## src/rtl/qvalue_update_pkg.sv

```systemverilog
`default_nettype none
// ============================================================================
// Module      : qvalue_update_pkg
// Description : Shared widths, reward_data field offsets, FSM encoding and
//               saturation limits for the reward and Q-update stages.
// Revision    : 1.0 - initial release
// ============================================================================
package qvalue_update_pkg;

  localparam int WORD_WIDTH  = 16;
  localparam int FIELD_WIDTH = 16;
  localparam int RD_WIDTH    = 80;

  // reward_data layout: {action, besthop, reward, q_addr, max_next_q}
  localparam int ACTION_LSB     = 64;
  localparam int BESTHOP_LSB    = 48;
  localparam int REWARD_LSB     = 32;
  localparam int Q_ADDR_LSB     = 16;
  localparam int MAX_NEXT_Q_LSB = 0;

  localparam int SAT_MAX = 32767;
  localparam int SAT_MIN = -32768;

  typedef logic [2:0] state_t;
  localparam state_t S_IDLE    = 3'd0;
  localparam state_t S_CAPTURE = 3'd1;
  localparam state_t S_READ    = 3'd2;
  localparam state_t S_WAIT    = 3'd3;
  localparam state_t S_COMPUTE = 3'd4;
  localparam state_t S_WRITE   = 3'd5;
  localparam state_t S_DONE    = 3'd6;

  typedef struct packed {
    logic [FIELD_WIDTH-1:0] action;
    logic [FIELD_WIDTH-1:0] besthop;
    logic [FIELD_WIDTH-1:0] reward;
    logic [FIELD_WIDTH-1:0] q_addr;
    logic [FIELD_WIDTH-1:0] max_next_q;
  } reward_fields_t;

  function automatic reward_fields_t unpack_reward(input logic [RD_WIDTH-1:0] data);
    reward_fields_t f;
    f.action     = data[ACTION_LSB     +: FIELD_WIDTH];
    f.besthop    = data[BESTHOP_LSB    +: FIELD_WIDTH];
    f.reward     = data[REWARD_LSB     +: FIELD_WIDTH];
    f.q_addr     = data[Q_ADDR_LSB     +: FIELD_WIDTH];
    f.max_next_q = data[MAX_NEXT_Q_LSB +: FIELD_WIDTH];
    return f;
  endfunction

endpackage
`default_nettype wire

```

## src/rtl/qvalue_update_q_arith.sv

```systemverilog
`default_nettype none
// ============================================================================
// Module      : q_arith
// Description : Combinational Q-learning update with floor shifts and
//               signed saturation of the result.
// Revision    : 1.0 - initial release
// ============================================================================
module q_arith #(
  parameter int WORD_WIDTH  = qvalue_update_pkg::WORD_WIDTH,
  parameter int ALPHA_SHIFT = 2,
  parameter int GAMMA_SHIFT = 1
) (
  input  logic [WORD_WIDTH-1:0] reward,
  input  logic [WORD_WIDTH-1:0] max_next_q,
  input  logic [WORD_WIDTH-1:0] q_old,
  output logic [WORD_WIDTH-1:0] q_result
);
  import qvalue_update_pkg::*;

  // Four guard bits cover the worst-case target and delta magnitudes.
  localparam int ARITH_WIDTH = WORD_WIDTH + 4;
  localparam int EXT_WIDTH   = ARITH_WIDTH - WORD_WIDTH;
  localparam logic signed [ARITH_WIDTH-1:0] SAT_HI = ARITH_WIDTH'(SAT_MAX);
  localparam logic signed [ARITH_WIDTH-1:0] SAT_LO = ARITH_WIDTH'(SAT_MIN);

  logic signed [ARITH_WIDTH-1:0] w_reward;
  logic signed [ARITH_WIDTH-1:0] w_max_next_q;
  logic signed [ARITH_WIDTH-1:0] w_q_old;
  logic signed [ARITH_WIDTH-1:0] w_target;
  logic signed [ARITH_WIDTH-1:0] w_delta;
  logic signed [ARITH_WIDTH-1:0] w_sum;

  assign w_reward     = {{EXT_WIDTH{reward[WORD_WIDTH-1]}}, reward};
  assign w_max_next_q = {{EXT_WIDTH{max_next_q[WORD_WIDTH-1]}}, max_next_q};
  assign w_q_old      = {{EXT_WIDTH{q_old[WORD_WIDTH-1]}}, q_old};

  assign w_target = w_reward + (w_max_next_q >>> GAMMA_SHIFT);
  assign w_delta  = w_target - w_q_old;
  assign w_sum    = w_q_old + (w_delta >>> ALPHA_SHIFT);

  always_comb begin
    q_result = w_sum[WORD_WIDTH-1:0];
    if (w_sum > SAT_HI) begin
      q_result = SAT_HI[WORD_WIDTH-1:0];
    end else if (w_sum < SAT_LO) begin
      q_result = SAT_LO[WORD_WIDTH-1:0];
    end
  end

endmodule
`default_nettype wire

```

## src/rtl/qvalue_update.sv

```systemverilog
`default_nettype none
// ============================================================================
// Module      : qvalue_update
// Description : Read-modify-write of one Q-table entry per reward strobe.
// Revision    : 1.0 - initial release
// ============================================================================
module qvalue_update #(
  parameter int WORD_WIDTH  = qvalue_update_pkg::WORD_WIDTH,
  parameter int ALPHA_SHIFT = 2,
  parameter int GAMMA_SHIFT = 1
) (
  input  logic                  clock,
  input  logic                  reset,
  input  logic [79:0]           reward_data,
  input  logic                  done_reward,
  output logic [WORD_WIDTH-1:0] address,
  output logic                  wr_en,
  output logic [WORD_WIDTH-1:0] mem_data_in,
  input  logic [WORD_WIDTH-1:0] mem_data_out,
  output logic                  busy,
  output logic [WORD_WIDTH-1:0] q_new,
  output logic                  done_update
);
  import qvalue_update_pkg::*;

  state_t                r_state;
  state_t                w_next_state;
  reward_fields_t        r_fields;
  logic [WORD_WIDTH-1:0] r_q_old;
  logic [WORD_WIDTH-1:0] r_q_new;
  logic [WORD_WIDTH-1:0] w_q_result;
  logic                  r_done_update;
  logic                  w_unused_fields;

  assign w_unused_fields = ^{r_fields.action, r_fields.besthop};

  q_arith #(
    .WORD_WIDTH  (WORD_WIDTH),
    .ALPHA_SHIFT (ALPHA_SHIFT),
    .GAMMA_SHIFT (GAMMA_SHIFT)
  ) u_q_arith (
    .reward     (WORD_WIDTH'(r_fields.reward)),
    .max_next_q (WORD_WIDTH'(r_fields.max_next_q)),
    .q_old      (r_q_old),
    .q_result   (w_q_result)
  );

  always_ff @(posedge clock) begin
    if (reset) begin
      r_state <= S_IDLE;
    end else begin
      r_state <= w_next_state;
    end
  end

  always_comb begin
    w_next_state = S_IDLE;
    case (r_state)
      S_IDLE:    w_next_state = done_reward ? S_CAPTURE : S_IDLE;
      S_CAPTURE: w_next_state = S_READ;
      S_READ:    w_next_state = S_WAIT;
      S_WAIT:    w_next_state = S_COMPUTE;
      S_COMPUTE: w_next_state = S_WRITE;
      S_WRITE:   w_next_state = S_DONE;
      // Waiting for the strobe to drop makes a held start count only once.
      S_DONE:    w_next_state = done_reward ? S_DONE : S_IDLE;
      default:   w_next_state = S_IDLE;
    endcase
  end

  always_ff @(posedge clock) begin
    if (reset) begin
      r_fields      <= '0;
      r_q_old       <= '0;
      r_q_new       <= '0;
      r_done_update <= 1'b0;
    end else begin
      if (r_state == S_CAPTURE) begin
        r_fields <= unpack_reward(reward_data);
      end
      if (r_state == S_WAIT) begin
        r_q_old <= mem_data_out;
      end
      if (r_state == S_COMPUTE) begin
        r_q_new <= w_q_result;
      end
      r_done_update <= (r_state == S_DONE);
    end
  end

  always_comb begin
    busy        = (r_state != S_IDLE);
    address     = '0;
    wr_en       = 1'b0;
    mem_data_in = '0;
    case (r_state)
      S_READ: begin
        address = WORD_WIDTH'(r_fields.q_addr);
      end
      S_WRITE: begin
        address     = WORD_WIDTH'(r_fields.q_addr);
        mem_data_in = r_q_new;
        // A reset landing on the write cycle must not commit the store.
        wr_en       = ~reset;
      end
      default: begin
        address = '0;
      end
    endcase
  end

  assign q_new       = r_q_new;
  assign done_update = r_done_update;

endmodule
`default_nettype wire

```

## config.mk

```make
export PLATFORM = sky130hd
export DESIGN_NAME = qvalue_update
export DESIGN_NICKNAME = d
export VERILOG_FILES = /design/src/rtl/qvalue_update_pkg.sv /design/src/rtl/qvalue_update_q_arith.sv /design/src/rtl/qvalue_update.sv
export SDC_FILE = /design/constraint.sdc
export NUM_CORES = 1
export LEC_CHECK = 0
export BUFFER_PORTS_ARGS = -buffer_cell sky130_fd_sc_hd__buf_2
export CORE_ASPECT_RATIO = 2
export CORE_MARGIN = 5
export CORE_UTILIZATION = 45
export CTS_BUF_LIST = sky130_fd_sc_hd__clkbuf_4
export CTS_CLUSTER_SIZE = 14
export DETAILED_ROUTE_END_ITERATION = 16
export GPL_ROUTABILITY_DRIVEN = 0
export HOLD_SLACK_MARGIN = 0.03
export PLACE_DENSITY_LB_ADDON = 0.3
export SETUP_SLACK_MARGIN = 0.2
export SYNTH_ARGS = -nofsm -noshare
export SYNTH_HDL_FRONTEND = slang
export SYNTH_HIERARCHICAL = 1
export SYNTH_SLANG_ARGS = --single-unit
```

## constraint.sdc

```tcl
create_clock -name clock -period 8.65 [get_ports clock]
set_clock_uncertainty 0.1 [all_clocks]
set_input_delay 0.865 -clock clock [delete_from_list [all_inputs] [get_ports clock]]
set_output_delay 0.865 -clock clock [all_outputs]
set_load 0.02 [all_outputs]
```

==> summary.txt <==
Hold Crit Depth -> 2
DR vias -> 5004
Max IR drop VDD -> 0.0977 mV
Max Slew Vio Count -> 0
highest-count cells in the layout ignoring fill and taps -> 180 x nand2_1, 116 x buf_2, 103 x a21oi_1
CTS tree -> done
I/O pin total -> 150
global-route wire length before repair -> 21200 um
Die Ht -> 167 um
GR Util All Layers -> 0.178
synth warn -> 6
Core Region -> 0.0121 mm^2
initial antenna violation count -> 1
wire per inst -> 13.3 um
Setup CP Type -> register to register
die area -> 0.0147 mm^2
fillers -> 1308
static leakage -> 2.67 nW
CP required -> 8.83 ns
die width -> 88.4 um
crit path DAT -> 5.65 ns
fin crit share -> 0.633
layout cells sized above 1 -> 0.175
Max FO, Critical Path -> 24
drt pass-1 iters -> 5
Hold Crit Class -> register to register
CP startpoint kind -> register
RR Startpoint -> r_fields[34]
Num CTS Buffers -> 9
grt ovf -> 0
Iteration-0 DRC Markers -> 230
HP Start -> r_fields[23]
mean area per synthesized cell -> 7.55 um^2
post-cts resize count -> 0
Vias/cell -> 5.13
RSZ-0062 raised after global routing -> false
Clock Sinks -> 83
commonest non-fill, non-tap cell in the layout -> nand2_1
Post-CTS Setup Bufs -> 0
Fin. Hold Viols -> 0
Clock Tree Buf Depth -> 2
# DRC -> 0
fmax -> 0.183 GHz
final setup violating endpoints -> 0
power density cells -> 216 mW/mm^2
total wire length -> 13000 um
row cnt -> 57
Final ANT Viol Nets -> 0
Clock Latency Late Sink -> 0.44 ns
slew at the pin closest to its max-slew limit -> 0.901 ns
pin count of the biggest net entering global routing -> 85
Hold Buf Count CTS -> 0
clk slew on worst S/H paths -> 0.13 ns
Starting Density -> 0.456
Hold Crit Endpoint -> r_fields[23]
RR Endpoint -> q_new[11]
# nets final -> 974
vias in the first global route -> 4654
setup TNS -> 0 ns
layout overhead on the synthesized area -> 12.2%
outcome -> finished clean
worst rel slew slack -> 0.399
area of the multi-input gates -> 0.00342 mm^2
Reg2Reg Depth -> 19
Cell Count, Final, Fillers Out -> 976
Root Buffer -> clkbuf_4
minimum clock period -> 5.48 ns
Storage cell area -> 0.00166 mm^2
H-tree Lvls -> 3
Syn Nets -> 882
cell area after synthesis -> 0.00553 mm^2
Post-Synthesis Cells -> 732
PortBufs -> 116
placed cells -> 960
crit end category -> register
MaxCap Viol Count -> 0
DP HPWL -> 10100 um
reg2reg setup slack -> 3.17 ns
worst max-delay path, cell delays in order, from the launching register on:
cell	delay, ns
dfxtp_1	0.35
inv_1	0.06
fa_1	0.53
inv_1	0.04
ha_1	0.33
a21oi_1	0.21
a21oi_1	0.14
o211ai_1	0.32
nand4b_1	0.22
a221oi_1	0.42
o21bai_1	0.14
xor2_1	0.16
ha_1	0.46
nand4_1	0.22
o31ai_4	0.84
nor2_1	0.24
a221oi_1	0.33
nand2_1	0.08
nand2_1	0.06
a21oi_1	0.06
report_power, final:
part / total, mW / leakage [nW] / internal [mW] / switching, mW
clock: 0.194 / 0.0519 / 0.0592 / 0.135
combinational: 0.731 / 1.95 / 0.299 / 0.432
sequential: 0.418 / 0.674 / 0.402 / 0.0153
total: 1.34 / 2.67 / 0.761 / 0.582
how the worst max path moves through the flow:
stage            startpoint         to  slack, ns  cells after the start
2_1_floorplan  r_fields[34]  q_new[14]       4.20                     22
3_3_place_gp   r_fields[34]  q_new[11]       3.31                     19
3_5_place_dp   r_fields[34]   q_new[1]       3.23                     18
4_1_cts        r_fields[34]  q_new[11]       3.18                     19
5_1_grt        r_fields[34]  q_new[11]       2.73                     19
6_report       r_fields[34]  q_new[11]       3.17                     19
cell type report:
type | count | area share
diodes | 1 | 0.000403
clock buffers | 10 | 0.0121
clock inverters | 5 | 0.00504
inverters | 61 | 0.0369
multi-input cells | 550 | 0.551
flip-flops and latches | 83 | 0.268
well taps | 147 | 0.0297
repair buffers | 119 | 0.0972
flip-flops by register name, summed over array words and instances (netlist names):
name / cells
r_fields: 47
q_new: 16
r_q_old: 16
r_state: 3
done_update: 1
routing by layer:
| metal | part of all wire | GRT usage |
|---|---|---|
| met3 | 0.041 | 0.0321 |
| met5 | 0 | 0 |
| met2 | 0.54 | 0.324 |
| met4 | 0.031 | 0.0776 |
| met1 | 0.39 | 0.194 |
metrics by stage:
step / util / hold slack, ns / setup WS (ns) / total power, mW / cell area, um^2
2_1_floorplan: - / 0.332 / 4.20 / 1.01 / 5530
3_3_place_gp: 0.503 / 0.337 / 3.31 / 1.14 / 6090
3_5_place_dp: 0.503 / 0.342 / 3.23 / 1.15 / 6090
4_1_cts: 0.511 / 0.361 / 3.18 / 1.35 / 6200
5_1_grt: 0.512 / 0.375 / 2.73 / 1.45 / 6200
6_report: 0.512 / 0.357 / 3.17 / 1.34 / 6200
Power figures use the tool's default switching activity.
